<file path="config.mk">
export PLATFORM = sky130hd
export DESIGN_NAME = rv_decode_stage
export DESIGN_NICKNAME = d
export VERILOG_FILES = /design/src/rtl/rv_decode_stage.sv
export SDC_FILE = /design/constraint.sdc
export NUM_CORES = 1
export LEC_CHECK = 0
export CAP_MARGIN = 15
export CORE_ASPECT_RATIO = 1.4
export CORE_MARGIN = 4
export CORE_UTILIZATION = 35
export CTS_CLUSTER_DIAMETER = 200
export DETAILED_ROUTE_END_ITERATION = 6
export GPL_TIMING_DRIVEN = 0
export PLACE_DENSITY = 0.7
export SLEW_MARGIN = 40
export SYNTH_ARGS = -nofsm -noshare
export SYNTH_HDL_FRONTEND = slang
export SYNTH_SLANG_ARGS = --single-unit
</file>
<file path="constraint.sdc">
create_clock -name clk -period 13.05 [get_ports clk]
set_input_delay 1.305 -clock clk [delete_from_list [all_inputs] [get_ports clk]]
set_output_delay 1.305 -clock clk [all_outputs]
set_load 0.03 [all_outputs]
</file>
<file path="src/rtl/rv_decode_stage.sv">
// RV32I/RV64I (+ optional M) instruction decode stage with a two-entry skid
// buffer. Decode is combinational from the incoming instruction and is
// captured on accept; the main entry drives the outputs, and the skid entry
// absorbs one extra beat so in_ready can be a pure register output.
module rv_decode_stage #(
   parameter int XLEN          = 32,
   parameter bit ENABLE_M      = 1'b0,
   parameter int ERR_CNT_WIDTH = 16
) (
   input  logic                     clk,
   input  logic                     rst,
   input  logic                     flush,
   input  logic                     in_valid,
   output logic                     in_ready,
   input  logic [31:0]              in_inst,
   input  logic [XLEN-1:0]          in_pc,
   output logic                     out_valid,
   input  logic                     out_ready,
   output logic [XLEN-1:0]          out_pc,
   output logic [6:0]               out_opcode,
   output logic [4:0]               out_rd,
   output logic [4:0]               out_rs1,
   output logic [4:0]               out_rs2,
   output logic [2:0]               out_funct3,
   output logic [6:0]               out_funct7,
   output logic [11:0]              out_funct12,
   output logic [XLEN-1:0]          out_imm,
   output logic                     out_decode_error,
   output logic [ERR_CNT_WIDTH-1:0] err_count
);

   generate
      if (XLEN != 32 && XLEN != 64) begin : g_bad_xlen
         $error("rv_decode_stage: XLEN must be 32 or 64");
      end
   endgenerate

   localparam logic [6:0] OPC_OP        = 7'h33;
   localparam logic [6:0] OPC_OP_IMM    = 7'h13;
   localparam logic [6:0] OPC_LOAD      = 7'h03;
   localparam logic [6:0] OPC_STORE     = 7'h23;
   localparam logic [6:0] OPC_LUI       = 7'h37;
   localparam logic [6:0] OPC_AUIPC     = 7'h17;
   localparam logic [6:0] OPC_JAL       = 7'h6F;
   localparam logic [6:0] OPC_JALR      = 7'h67;
   localparam logic [6:0] OPC_BRANCH    = 7'h63;
   localparam logic [6:0] OPC_SYSTEM    = 7'h73;
   localparam logic [6:0] OPC_MISC_MEM  = 7'h0F;
   localparam logic [6:0] OPC_OP_IMM_32 = 7'h1B;
   localparam logic [6:0] OPC_OP_32     = 7'h3B;

   localparam bit IS_RV64 = (XLEN == 64);
   localparam logic [ERR_CNT_WIDTH-1:0] ERR_ONE = {{(ERR_CNT_WIDTH-1){1'b0}}, 1'b1};

   // Buffered beat: the raw instruction is kept so the field outputs are
   // simple slices; immediate and legality are captured already decoded.
   typedef struct packed {
      logic [XLEN-1:0] pc;
      logic [31:0]     inst;
      logic [XLEN-1:0] imm;
      logic            err;
   } beat_t;

   logic [6:0]  dec_opcode;
   logic [2:0]  dec_funct3;
   logic [6:0]  dec_funct7;
   logic [11:0] dec_funct12;
   logic [4:0]  dec_rd;
   logic [4:0]  dec_rs1;
   logic [63:0] dec_imm_wide;
   logic        dec_error;
   logic        op_funct7_ok;
   logic        op32_ok;

   beat_t dec_beat;
   beat_t main_beat;
   beat_t skid_beat;
   logic  main_valid;
   logic  skid_valid;
   logic  accept;
   logic  emit;

   logic [ERR_CNT_WIDTH-1:0] err_q;

   assign dec_opcode  = in_inst[6:0];
   assign dec_funct3  = in_inst[14:12];
   assign dec_funct7  = in_inst[31:25];
   assign dec_funct12 = in_inst[31:20];
   assign dec_rd      = in_inst[11:7];
   assign dec_rs1     = in_inst[19:15];

   // Immediate assembly, built 64 bits wide and trimmed to XLEN afterwards.
   always_comb begin
      dec_imm_wide = {{52{in_inst[31]}}, in_inst[31:20]};
      case (dec_opcode)
         OPC_STORE:          dec_imm_wide = {{52{in_inst[31]}}, in_inst[31:25], in_inst[11:7]};
         OPC_LUI, OPC_AUIPC: dec_imm_wide = {{32{in_inst[31]}}, in_inst[31:12], 12'h000};
         OPC_JAL:            dec_imm_wide = {{44{in_inst[31]}}, in_inst[19:12], in_inst[20],
                                             in_inst[30:21], 1'b0};
         OPC_BRANCH:         dec_imm_wide = {{52{in_inst[31]}}, in_inst[7], in_inst[30:25],
                                             in_inst[11:8], 1'b0};
         default:            ;
      endcase
   end

   // Register-register funct7/funct3 legality shared by OP and OP-32.
   always_comb begin
      op_funct7_ok = (dec_funct7 == 7'h00)
                  || (dec_funct7 == 7'h20 && (dec_funct3 == 3'd0 || dec_funct3 == 3'd5))
                  || (ENABLE_M && dec_funct7 == 7'h01);
      if (ENABLE_M && dec_funct7 == 7'h01) begin
         op32_ok = (dec_funct3 == 3'd0) || (dec_funct3 >= 3'd4);
      end else begin
         op32_ok = (dec_funct3 == 3'd0 || dec_funct3 == 3'd1 || dec_funct3 == 3'd5)
                && op_funct7_ok;
      end
   end

   // Full legality check of the incoming instruction.
   always_comb begin
      dec_error = (in_inst[1:0] != 2'b11);
      case (dec_opcode)
         OPC_LUI, OPC_AUIPC, OPC_JAL: ;
         OPC_OP: begin
            if (!op_funct7_ok) dec_error = 1'b1;
         end
         OPC_OP_IMM: begin
            if (dec_funct3 == 3'd1) begin
               if (IS_RV64 ? (in_inst[31:26] != 6'h00) : (dec_funct7 != 7'h00))
                  dec_error = 1'b1;
            end else if (dec_funct3 == 3'd5) begin
               if (IS_RV64 ? !(in_inst[31:26] == 6'h00 || in_inst[31:26] == 6'h10)
                           : !(dec_funct7 == 7'h00 || dec_funct7 == 7'h20))
                  dec_error = 1'b1;
            end
         end
         OPC_LOAD: begin
            if (IS_RV64 ? (dec_funct3 == 3'd7)
                        : (dec_funct3 == 3'd3 || dec_funct3 == 3'd6 || dec_funct3 == 3'd7))
               dec_error = 1'b1;
         end
         OPC_STORE: begin
            if (IS_RV64 ? (dec_funct3 > 3'd3) : (dec_funct3 > 3'd2)) dec_error = 1'b1;
         end
         OPC_BRANCH: begin
            if (dec_funct3 == 3'd2 || dec_funct3 == 3'd3) dec_error = 1'b1;
         end
         OPC_JALR: begin
            if (dec_funct3 != 3'd0) dec_error = 1'b1;
         end
         OPC_MISC_MEM: begin
            if (dec_funct3 > 3'd1) dec_error = 1'b1;
         end
         OPC_SYSTEM: begin
            if (dec_funct3 == 3'd4) begin
               dec_error = 1'b1;
            end else if (dec_funct3 == 3'd0) begin
               if (!(dec_funct12 == 12'h000 || dec_funct12 == 12'h001)
                   || dec_rd != 5'd0 || dec_rs1 != 5'd0)
                  dec_error = 1'b1;
            end
         end
         OPC_OP_IMM_32: begin
            if (!IS_RV64) begin
               dec_error = 1'b1;
            end else if (dec_funct3 == 3'd1) begin
               if (dec_funct7 != 7'h00) dec_error = 1'b1;
            end else if (dec_funct3 == 3'd5) begin
               if (!(dec_funct7 == 7'h00 || dec_funct7 == 7'h20)) dec_error = 1'b1;
            end else if (dec_funct3 != 3'd0) begin
               dec_error = 1'b1;
            end
         end
         OPC_OP_32: begin
            if (!IS_RV64 || !op32_ok) dec_error = 1'b1;
         end
         default: dec_error = 1'b1;
      endcase
   end

   assign dec_beat.pc   = in_pc;
   assign dec_beat.inst = in_inst;
   assign dec_beat.imm  = dec_imm_wide[XLEN-1:0];
   assign dec_beat.err  = dec_error;

   assign in_ready = ~skid_valid;
   assign accept   = in_valid & ~skid_valid;
   assign emit     = main_valid & out_ready;

   // Skid buffer: rst beats flush, flush beats any accept or emit. The skid
   // entry only fills when the main entry is occupied and not draining.
   always_ff @(posedge clk) begin
      if (rst) begin
         main_valid <= 1'b0;
         skid_valid <= 1'b0;
      end else if (flush) begin
         main_valid <= 1'b0;
         skid_valid <= 1'b0;
      end else if (emit) begin
         if (skid_valid) begin
            main_beat  <= skid_beat;
            skid_valid <= 1'b0;
         end else if (accept) begin
            main_beat <= dec_beat;
         end else begin
            main_valid <= 1'b0;
         end
      end else if (accept) begin
         if (main_valid) begin
            skid_beat  <= dec_beat;
            skid_valid <= 1'b1;
         end else begin
            main_beat  <= dec_beat;
            main_valid <= 1'b1;
         end
      end
   end

   // Saturating count of illegal beats actually handed downstream.
   always_ff @(posedge clk) begin
      if (rst) begin
         err_q <= '0;
      end else if (!flush && emit && main_beat.err && err_q != '1) begin
         err_q <= err_q + ERR_ONE;
      end
   end

   assign out_valid        = main_valid;
   assign out_pc           = main_beat.pc;
   assign out_opcode       = main_beat.inst[6:0];
   assign out_rd           = main_beat.inst[11:7];
   assign out_rs1          = main_beat.inst[19:15];
   assign out_rs2          = main_beat.inst[24:20];
   assign out_funct3       = main_beat.inst[14:12];
   assign out_funct7       = main_beat.inst[31:25];
   assign out_funct12      = main_beat.inst[31:20];
   assign out_imm          = main_beat.imm;
   assign out_decode_error = main_beat.err;
   assign err_count        = err_q;

endmodule

</file>
==> results_dict.tcl <==
set metrics [dict create \
    cp.arrival_ns 3.76 \
    comb_power_share_pct 7.9 \
    wl_per_cell_um 17.6 \
    status "completed" \
    clkPwrFrac_pct 40.9 \
    htree_levels 1 \
    p_leak_nw 4.52 \
    synth_top_cells_by_area "edfxtp_1 (67%), nand2_1 (8.7%), dfxtp_1 (4.2%)" \
    vias 5896 \
    cts_buffers 22 \
    grt_pass1_vias 6128 \
    synth_top_cell_area_share_pct 66.9 \
    end_kind "register" \
    swShare_pct 21.7 \
    cellPowerDensity_nw_per_um2 123 \
    power_switching_mw 0.318 \
    gp_congestion 0.847 \
    p_total_mw 1.47 \
    grt_pass1_wl_mm 34.6 \
    clk_pin_slew_ns 0.06 \
    grt_use_total_pct 15.9 \
    fin_area_sq_um 11900 \
    syn_area_sq_um 8620 \
    pre_cts_ws_ns 8.94 \
    synth-seq-cells 210 \
    port_buffers 195 \
    regArea_sq_um 6130 \
    drv_slew 0 \
    cts_tree "done" \
    wl_mm 22.0 \
    rsz0062_at_grt "false" \
    synthAdderAreaFrac_pct 0.261 \
    antenna_left 0 \
    nFillCells 2172 \
    cts_setup_buffers 0 \
    clock_sinks 210 \
    syn_to_final_growth_pct 38.0 \
    p_int_mw 1.15 \
    ctsHoldBuffers 0 \
    firstDrtPassIters 4 \
    overflow 0 \
    min_path_type "reg2reg" \
    holdPathStages 2 \
    design.core.area_sq_um 24100 \
    path_max_fanout 10 \
    worst_slack_ns 9.49 \
    drc 0 \
    clk_latency_ns 0.50 \
    yosysSeqAreaShare_pct 71.1 \
    maxSlewHeadroom_pct 51.0 \
    synthXorXnorAreaFrac_pct 1.12 \
    syn_nets 726 \
    io_pins 196 \
    yosysUniqueCellTypes 59 \
    critPathRequiredTime_ns 13.25 \
    fp.dieH_um 194 \
    post-route-period-util_pct 27.3 \
    synth_flop_cell "edfxtp_1" \
    synth-async-reset-ratio_pct 0 \
    fmaxAchievable_mhz 281 \
    ctsResizeCount 0 \
    hold_viol 0 \
    die_x_um 141 \
    synth_compound_area_share_pct 4.89 \
    antenna_found_initial 1 \
    yosysTopAreaCell "edfxtp_1" \
    setup_viol 0 \
    period_minus_slack_ns 3.56 \
    worst_slew_pin_slew_ns 0.735 \
    crit_type "in2reg" \
    multi_input_comb_area_sq_um 2230 \
    nets 991 \
    cap_violations 0 \
    start_kind "input pin" \
    initial_core_util_pct 35.7 \
    place_area_sq_um 11200 \
    skew_ns 0.0117 \
    drtIter0Drc 399 \
    grt_max_degree 15 \
    dieArea_sq_um 27200 \
    synth.avg_cell_area_sq_um 13.1 \
    seqPwrFrac_pct 51.2 \
    dpl.hpwl_mm 16.3 \
    drive_above_1_share_pct 15.0 \
    ir_worst_vdd_mv 0.0935 \
    ys_warn_count 0 \
    avgViaCountPerCell 4.72 \
    clk_path_buf_depth 3 \
    synthMuxAreaShare_pct 4.59 \
    synth_edf_count 192 \
    synth_top_family_by_area "simple AND/OR/NAND/NOR gates" \
    rows 67 \
    root_buffer "clkbuf_16" \
    synthSimpleGateAreaFrac_pct 14.8 \
    rr_worst_depth 10 \
    synthCells 656 \
]
synth_stat cells (all sizes together) (9+ instances only):
cell type,instances
nand2,199
edfxtp,192
mux2,30
nor2,27
buf,25
a21o,19
clkbuf,19
dfxtp,18
nand3,11
a21oi,10
inv,9
nor4,9
path summary, 6_finish.rpt:
path	startpoint	end	slack, ns
worst max-delay path	rst	out_imm[12]	9.49
worst max register to register	out_valid	out_imm[12]	10.53
worst min-delay path	skid_beat[41]	out_rd[1]	0.51
worst min register to register	skid_beat[41]	out_rd[1]	0.51
area by class of cell:
cell class,instances,share of cell area (%)
sequential,210,51.5
multi-input combinational,393,18.7
timing repair buffer,241,18.4
clock buffer,29,5.11
tap,310,3.26
buffer,44,2.06
clock inverter,11,0.652
inverter,9,0.284
antenna,1,0.0210
cells in the final DEF, fill, tap and decap left out, drive strengths merged, types with 5 or more instances in the layout:
cell             n
clkinv           9
buf             71
nor3             7
clkdlybuf4s50  195
edfxtp         192
dfxtp           18
inv              9
xnor2            8
nor2b            8
a21o            19
a21oi           10
nand4            5
nand3           11
nor2            27
mux2            30
nand2          199
nor4             9
o21ai            8
clkbuf          48
power by group through the flow:
stage / logic, mW / clock network (mW) / registers, mW
floorplan: 0.0378 / 0 / 0.785
global placement: 0.111 / 0 / 0.770
detailed placement: 0.116 / 0 / 0.764
CTS: 0.117 / 0.617 / 0.750
global route: 0.124 / 0.645 / 0.751
finish: 0.115 / 0.600 / 0.750
per-stage QoR:
step	TNS (ns)	hold WS, ns	util, %	std cells
floorplan	0	0.484	-	656
global placement	-854.08	0.489	45.4	1161
detailed placement	0	0.492	46.4	1207
CTS	0	0.506	49.2	1247
global route	0	0.518	49.3	1248
finish	0	0.506	49.3	1248
state kept, by name (all words and copies together) (netlist names):
signal	count
skid_beat	96
out_imm	31
out_rs1	5
err_count	16
out_funct12	12
out_decode_error	1
skid_valid	1
out_opcode	7
out_rd	5
out_pc	32
out_funct3	3
out_valid	1
cells by family after synthesis:
logic type / count (synthesis)
compound gates: 60
flops: 210
simple gates: 288
fa+ha+maj: 2
buf+inv: 53
mux: 32
xor+xnor: 11
per-layer routing:
layer	track usage (%)	share of wire (%)	vias up
li1	-	-	2869
met1	18.6	39	2841
met2	30.0	54	165
met3	2.54	5.1	21
met4	4.17	2.0	0
met5	0	0	-
worst max-delay path: stages:
cell and delay [ns]:
clkdlybuf4s50_1 0.44, clkbuf_1 0.26, nor4_2 0.54, buf_2 0.26, buf_2 0.19, buf_2 0.19, buf_2 0.20, buf_2 0.19
buf_2 0.19
Note: power is estimated with default switching activity, not from simulation.
